$ cat src/rtl/pipe_stage_reg.sv
// Parametrised pipeline stage register with valid/ready flow control, bubble insertion,
// synchronous flush and an optional two-entry skid buffer (SKID=1).
module pipe_stage_reg #(
  parameter int unsigned DATA_W = 128,
  parameter int unsigned CTRL_W = 8,
  parameter int unsigned SKID   = 1
) (
  input  logic              clk,
  input  logic              rst_n,
  input  logic              flush,
  input  logic              in_valid,
  output logic              in_ready,
  input  logic              in_bubble,
  input  logic [DATA_W-1:0] in_data,
  input  logic [CTRL_W-1:0] in_ctrl,
  output logic              out_valid,
  input  logic              out_ready,
  output logic [DATA_W-1:0] out_data,
  output logic [CTRL_W-1:0] out_ctrl,
  output logic [1:0]        occupancy
);

  logic              m_valid, m_valid_d;
  logic [DATA_W-1:0] m_data,  m_data_d;
  logic [CTRL_W-1:0] m_ctrl,  m_ctrl_d;
  logic              s_valid, s_valid_d;
  logic [DATA_W-1:0] s_data,  s_data_d;
  logic [CTRL_W-1:0] s_ctrl,  s_ctrl_d;

  logic              accept;
  logic              issue;
  logic [CTRL_W-1:0] in_ctrl_eff;

  // Skid mode keeps in_ready a pure register output; single-entry mode passes out_ready through.
  assign in_ready    = (SKID == 0) ? (~m_valid | out_ready) : ~s_valid;
  assign accept      = in_valid & in_ready;
  assign issue       = m_valid & out_ready;
  assign in_ctrl_eff = in_bubble ? '0 : in_ctrl;

  assign out_valid = m_valid;
  assign out_data  = m_data;
  assign out_ctrl  = m_valid ? m_ctrl : '0;
  assign occupancy = {1'b0, m_valid} + {1'b0, s_valid};

  // Next-state for main (M) and skid (S) entries; flush wins over any handshake.
  always_comb begin
    m_valid_d = m_valid;
    m_data_d  = m_data;
    m_ctrl_d  = m_ctrl;
    s_valid_d = s_valid;
    s_data_d  = s_data;
    s_ctrl_d  = s_ctrl;
    if (flush) begin
      m_valid_d = 1'b0;
      m_ctrl_d  = '0;
      s_valid_d = 1'b0;
      s_ctrl_d  = '0;
    end else if (SKID == 0) begin
      if (accept) begin
        m_valid_d = 1'b1;
        m_data_d  = in_data;
        m_ctrl_d  = in_ctrl_eff;
      end else if (issue) begin
        m_valid_d = 1'b0;
        m_ctrl_d  = '0;
      end
    end else begin
      if (!m_valid || issue) begin
        if (s_valid) begin
          m_valid_d = 1'b1;
          m_data_d  = s_data;
          m_ctrl_d  = s_ctrl;
          s_valid_d = 1'b0;
          s_ctrl_d  = '0;
          if (accept) begin
            s_valid_d = 1'b1;
            s_data_d  = in_data;
            s_ctrl_d  = in_ctrl_eff;
          end
        end else if (accept) begin
          m_valid_d = 1'b1;
          m_data_d  = in_data;
          m_ctrl_d  = in_ctrl_eff;
        end else begin
          m_valid_d = 1'b0;
          m_ctrl_d  = '0;
        end
      end else if (accept) begin
        s_valid_d = 1'b1;
        s_data_d  = in_data;
        s_ctrl_d  = in_ctrl_eff;
      end
    end
  end

  always_ff @(posedge clk or negedge rst_n) begin
    if (!rst_n) begin
      m_valid <= 1'b0;
      m_data  <= '0;
      m_ctrl  <= '0;
      s_valid <= 1'b0;
      s_data  <= '0;
      s_ctrl  <= '0;
    end else begin
      m_valid <= m_valid_d;
      m_data  <= m_data_d;
      m_ctrl  <= m_ctrl_d;
      s_valid <= s_valid_d;
      s_data  <= s_data_d;
      s_ctrl  <= s_ctrl_d;
    end
  end

endmodule

$ cat config.mk
export PLATFORM = sky130hd
export DESIGN_NAME = pipe_stage_reg
export DESIGN_NICKNAME = d
export VERILOG_FILES = /design/src/rtl/pipe_stage_reg.sv
export SDC_FILE = /design/constraint.sdc
export NUM_CORES = 1
export LEC_CHECK = 0
export BUFFER_PORTS_ARGS = -buffer_cell sky130_fd_sc_hd__buf_2
export CORE_MARGIN = 5
export CORE_UTILIZATION = 34
export DETAILED_ROUTE_END_ITERATION = 10
export GPL_ROUTABILITY_DRIVEN = 0
export PLACE_DENSITY_LB_ADDON = 0.2
export SLEW_MARGIN = 20
export SYNTH_ARGS = -nofsm -noshare
export SYNTH_HDL_FRONTEND = slang
export SYNTH_SLANG_ARGS = --single-unit
$ cat constraint.sdc
create_clock -name clk -period 1.59 [get_ports clk]
set_input_delay 0.2385 -clock clk [delete_from_list [all_inputs] [get_ports clk]]
set_output_delay 0.2385 -clock clk [all_outputs]
set_load 0.01 [all_outputs]
# Word level (Yosys, flattened, before mapping)
# Cells that the tools add are included.
# totals
reg_bits	274
wordCells	44
input_bits	142
# op_classes
bitwise_logic	4
n_addsub	1
eq_ne	2
n_reduce_logical	8
muxes	23
# op_table
op	count
two-way mux 128 bit	5
two-way mux 8 bit	10
two-way mux 1 bit	8
AND reduction 2 bit	2
nonzero test 2 bit	2
inequality test 3 bit (second input constant)	1
AND reduction 3 bit	1
nonzero test 3 bit	1
adder 1 x 1 -> 2 bit	1
AND 1 bit	2
inequality test 2 bit (second input constant)	1
inverter 1 bit	2
logical NOT 1 bit	1
logical OR 1 bit	1

# Depth between registers and ports, before layout
# logic_depth
depth_word	6
depth_mapped	6

# Least setup slack after synthesis
# OpenSTA, ideal clock, no wires.
# synth_timing
kind	flip-flop to flip-flop
startpoint	register m_valid (netlist: out_valid)
endpoint	register s_data[100]
synth_period_minus_slack_ns	1.594
stages_incl_launch_ff	7
arrival_ns	1.469
slack_ns	-0.004
t_required_ns	1.465
setup_ns	0.125
cell_sequence	dfrtp_1 > nor2b_2 > buf_4 > nand4_2 > buf_6 > buf_6 > mux2_4
# synth_via
elab_chain_cells	4
word_cells_on_any_way	6
cone_classes	eq/ne: 1; mux: 1; bitwise: 1; reduce/logical: 3
# synth_rtl
element	line_no	rtl
start, declared	23	logic m_valid, m_valid_d;
start signal, assigned	105	m_valid <= m_valid_d;
AND 1 bit / logical NOT 1 bit (equally long branches)	37, 68	
logical OR 1 bit *	68	if (!m_valid || issue) begin
inequality test 2 bit (no source line)	n/a	
AND reduction 2 bit (no source line)	n/a	
end signal, assigned	109	s_data <= s_data_d;
end, declared	27	logic [DATA_W-1:0] s_data, s_data_d;
# Every way passes the cells marked *; elsewhere a longest branch is shown, timed or not.
# A chain may end at the register's enable or synchronous reset.

# Worst setup path in the final report
# layout_timing
startpoint	register s_valid
endpoint	register s_data[54]
# layout_via
elab_chain_cells	5
word_cells_on_any_way	7
cone_classes	eq/ne: 1; mux: 3; bitwise: 2; reduce/logical: 1
# layout_rtl
element	line_no	rtl
start, declared	26	logic s_valid, s_valid_d;
start signal, assigned	108	s_valid <= s_valid_d;
inverter 1 bit	35	assign in_ready = (SKID == 0) ? (~m_valid | out_ready) : ~s_valid;
AND 1 bit	36	assign accept = in_valid & in_ready;
two-way mux 128 bit (3 in series)	n/a	
# Parallel ways exist; a longest one is shown, timed or not. The select of a mux whose other input is x is not followed.

==> reports/qor.yml <==
syn_avg_cell_area_sq_um: 16.2
yosys-top-cells-area: "dfrtp_1 56%, mux2_2 23%, mux2_4 12%"
layout_setup_ws_ns: -0.207
num_vias: 8146
synth.cell_area_sq_mm: 0.0123
portBuffers: 281
cp-start-kind: "flip-flop"
yosys.area.top_type: "dfrtp_1"
synth_warnings: 0
yosys.cell_count.top_type: "dfrtp_1"
cts_root_buffer: "clkbuf_16"
hold_viol: 0
num-nets-final: 1409
multi_input_comb_area_sq_mm: 0.00529
fp.dieW_um: 200
clock_sinks: 274
stdcell_area_sq_mm: 0.0185
num_rows: 69
layout-drive-gt1-share_pct: 63.8
required_ns: 2.03
slew-limit-headroom_pct: 69.7
drc: 0
cts_buffers: 31
worst_pin_slew_ns: 0.455
ios: 282
initial_core_util_pct: 34.5
yosysUniqueCellTypes: 27
crit_type: "flip-flop to flip-flop"
period_minus_slack_ns: 1.80
antenna_found_initial: 0
yosysSeqAreaShare_pct: 55.7
diodes: 0
worst_setup_path_end_kind: "flip-flop"
core_sq_mm: 0.0357
cts_buffer_depth: 3
cts_tree: "built"
p_per_area_mw_per_mm2: 1170
fin_worst_skew_ns: 0.0130
first_pass_iters: 4
clkLatencyLatePin_ns: 0.56
status: "finished, violations left"
synth_fp_nets: 904
die_area_sq_mm: 0.0401
p_leak_nw: 8.80
synthFlopType: "dfrtp_1"
ys_seq_elements: 274
wl_um: 33200
stdcell_count: 1751
grt_pass1_vias: 9027
crit_path_max_fanout: 6
nFillCells: 3024
clk_pin_slew_ns: 0.06
failed_checks: "setup timing"
dp.cells: 1515
register_area_sq_mm: 0.00686
areaGrowthSynthToFinish_pct: 50.0
finalSetupTns_ns: -22.82
ant_nets: 0
initialDrtViolationCount: 202
htreeDepth: 1
cp.arrival_ns: 2.24
vdd_ir_drop_max_uv: 965
period_share_pct: 113
viasPerCell: 4.65
final_max_slew_viol_count: 0
die_y_um: 200
setup_violations: 271
grtUsageTotal_pct: 16.2
grt_pass1_wl_um: 53200
cap_violations: 0
async_reset_ff_share_pct: 100
hold_path.class: "primary input to flip-flop"
p_total_mw: 21.6
grt_max_degree: 66
hold_ws_ns: 0.0367
gr-total-overflow: 0
max_freq_mhz: 557
rsz0062_at_grt: "true"
dpl_cell_area_sq_mm: 0.0147
wl_per_cell_um: 19.0
yosysTopAreaCellShare_pct: 55.7
synthTopCellsByCount: "274 x dfrtp_1, 247 x mux2_2, 100 x mux2_4"
synth-edff-count: 0
dp_hpwl_um: 20600
syn_inst: 761
worst max-delay path, stage by stage, from the launching register on:
cell     delay (ns)
dfrtp_4        0.50
buf_6          0.15
inv_4          0.06
nand4_4        0.11
buf_12         0.15
buf_12         0.14
buf_12         0.13
buf_16         0.13
mux2_4         0.29
worst paths after layout:
path | startpoint | end | slack [ns] | cells after the start
hold / removal | flush | m_ctrl[7]$_DFFE_PN0P_ | 0.04 | 3
min in group asynchronous | rst_n | s_data[80]$_DFFE_PN0P_ | 0.14 | 2
hold reg to reg | out_data[76]$_DFFE_PN0P_ | out_data[76]$_DFFE_PN0P_ | 0.48 | 1
setup reg to reg | s_valid$_DFFE_PN0P_ | s_data[54]$_DFFE_PN0P_ | -0.21 | 8
setup / recovery | s_valid$_DFFE_PN0P_ | s_data[54]$_DFFE_PN0P_ | -0.21 | 8
max in group asynchronous | rst_n | s_data[50]$_DFFE_PN0P_ | 0.67 | 3
flip-flops by register name, summed over array words and instances (netlist names):
register   cells
m_ctrl         8
out_data     128
out_valid      1
s_ctrl         8
s_data       128
s_valid        1
final cells by class:
cell class | count | share of cell area [%]
inverters | 2 | 0.0542
repair buffers | 520 | 25.2
flip-flops and latches | 274 | 37.2
clock inverters | 11 | 0.705
multi-input cells | 437 | 28.6
clock buffers | 46 | 5.10
well taps | 461 | 3.12
metal layers:
layer  share of wire [%]  routed length, um  global-route usage, %  vias to the layer above
met4                 2.1                700                   3.61                        0
met5                   0                  0                      0                        -
li1                    -                  -                      -                     3775
met1                  47              15600                   22.7                     4124
met2                  46              15500                   26.3                      204
met3                 4.6               1530                   3.07                       43
timing repair:
item	CTS	global route
endpoints found under the hold margin	415	0
buffers inserted	23	4
pin swaps	3	3
setup endpoints to repair	150	276
gates cloned	20	4
hold buffers	137	0
resized for setup	117	32
metrics by stage:
| stage | worst slack, ns | utilization [%] |
|---|---|---|
| floorplan | -0.00372 | - |
| CTS | -0.237 | 51.5 |
| finish | -0.207 | 51.8 |
| global placement | -0.0474 | 41.3 |
| detailed placement | -0.0646 | 41.3 |
| global route | -0.240 | 51.8 |
cells in the final DEF, fill, tap and decap left out, drive strengths merged:
master,instances
nor3,1
o21bai,1
buf,376
clkinv,8
a211oi,1
nor4bb,1
nor2b,1
nor2,11
and3,1
or2,1
bufbuf,3
a22o,7
dlygate4sd3,137
and2,8
ha,1
nand2b,1
mux2,384
o21ai,7
nor3b,1
clkbuf,50
nand4,1
bufinv,3
dfrtp,274
a32o,1
inv,2
a221oi,8
logic make-up (layout without fill, tap and decap cells):
kind of cell               Yosys count  count (layout)  synth area share, %
and+or+nand+nor                     27              27                 1.34
muxes                              384             384                 38.2
DFF                                274             274                 55.7
buffers and inverters               50             579                 3.05
AOI/OAI and AO/OA                   25              25                 1.60
adders and majority gates            1               1                0.102
power breakdown:
part	total [mW]	internal [mW]	switching (mW)
Clock	7.44	4.55	2.89
Combinational	4.75	3.05	1.70
Sequential	9.40	8.56	0.847
Total	21.6	16.1	5.44
Note: power is estimated with default switching activity, not from simulation.
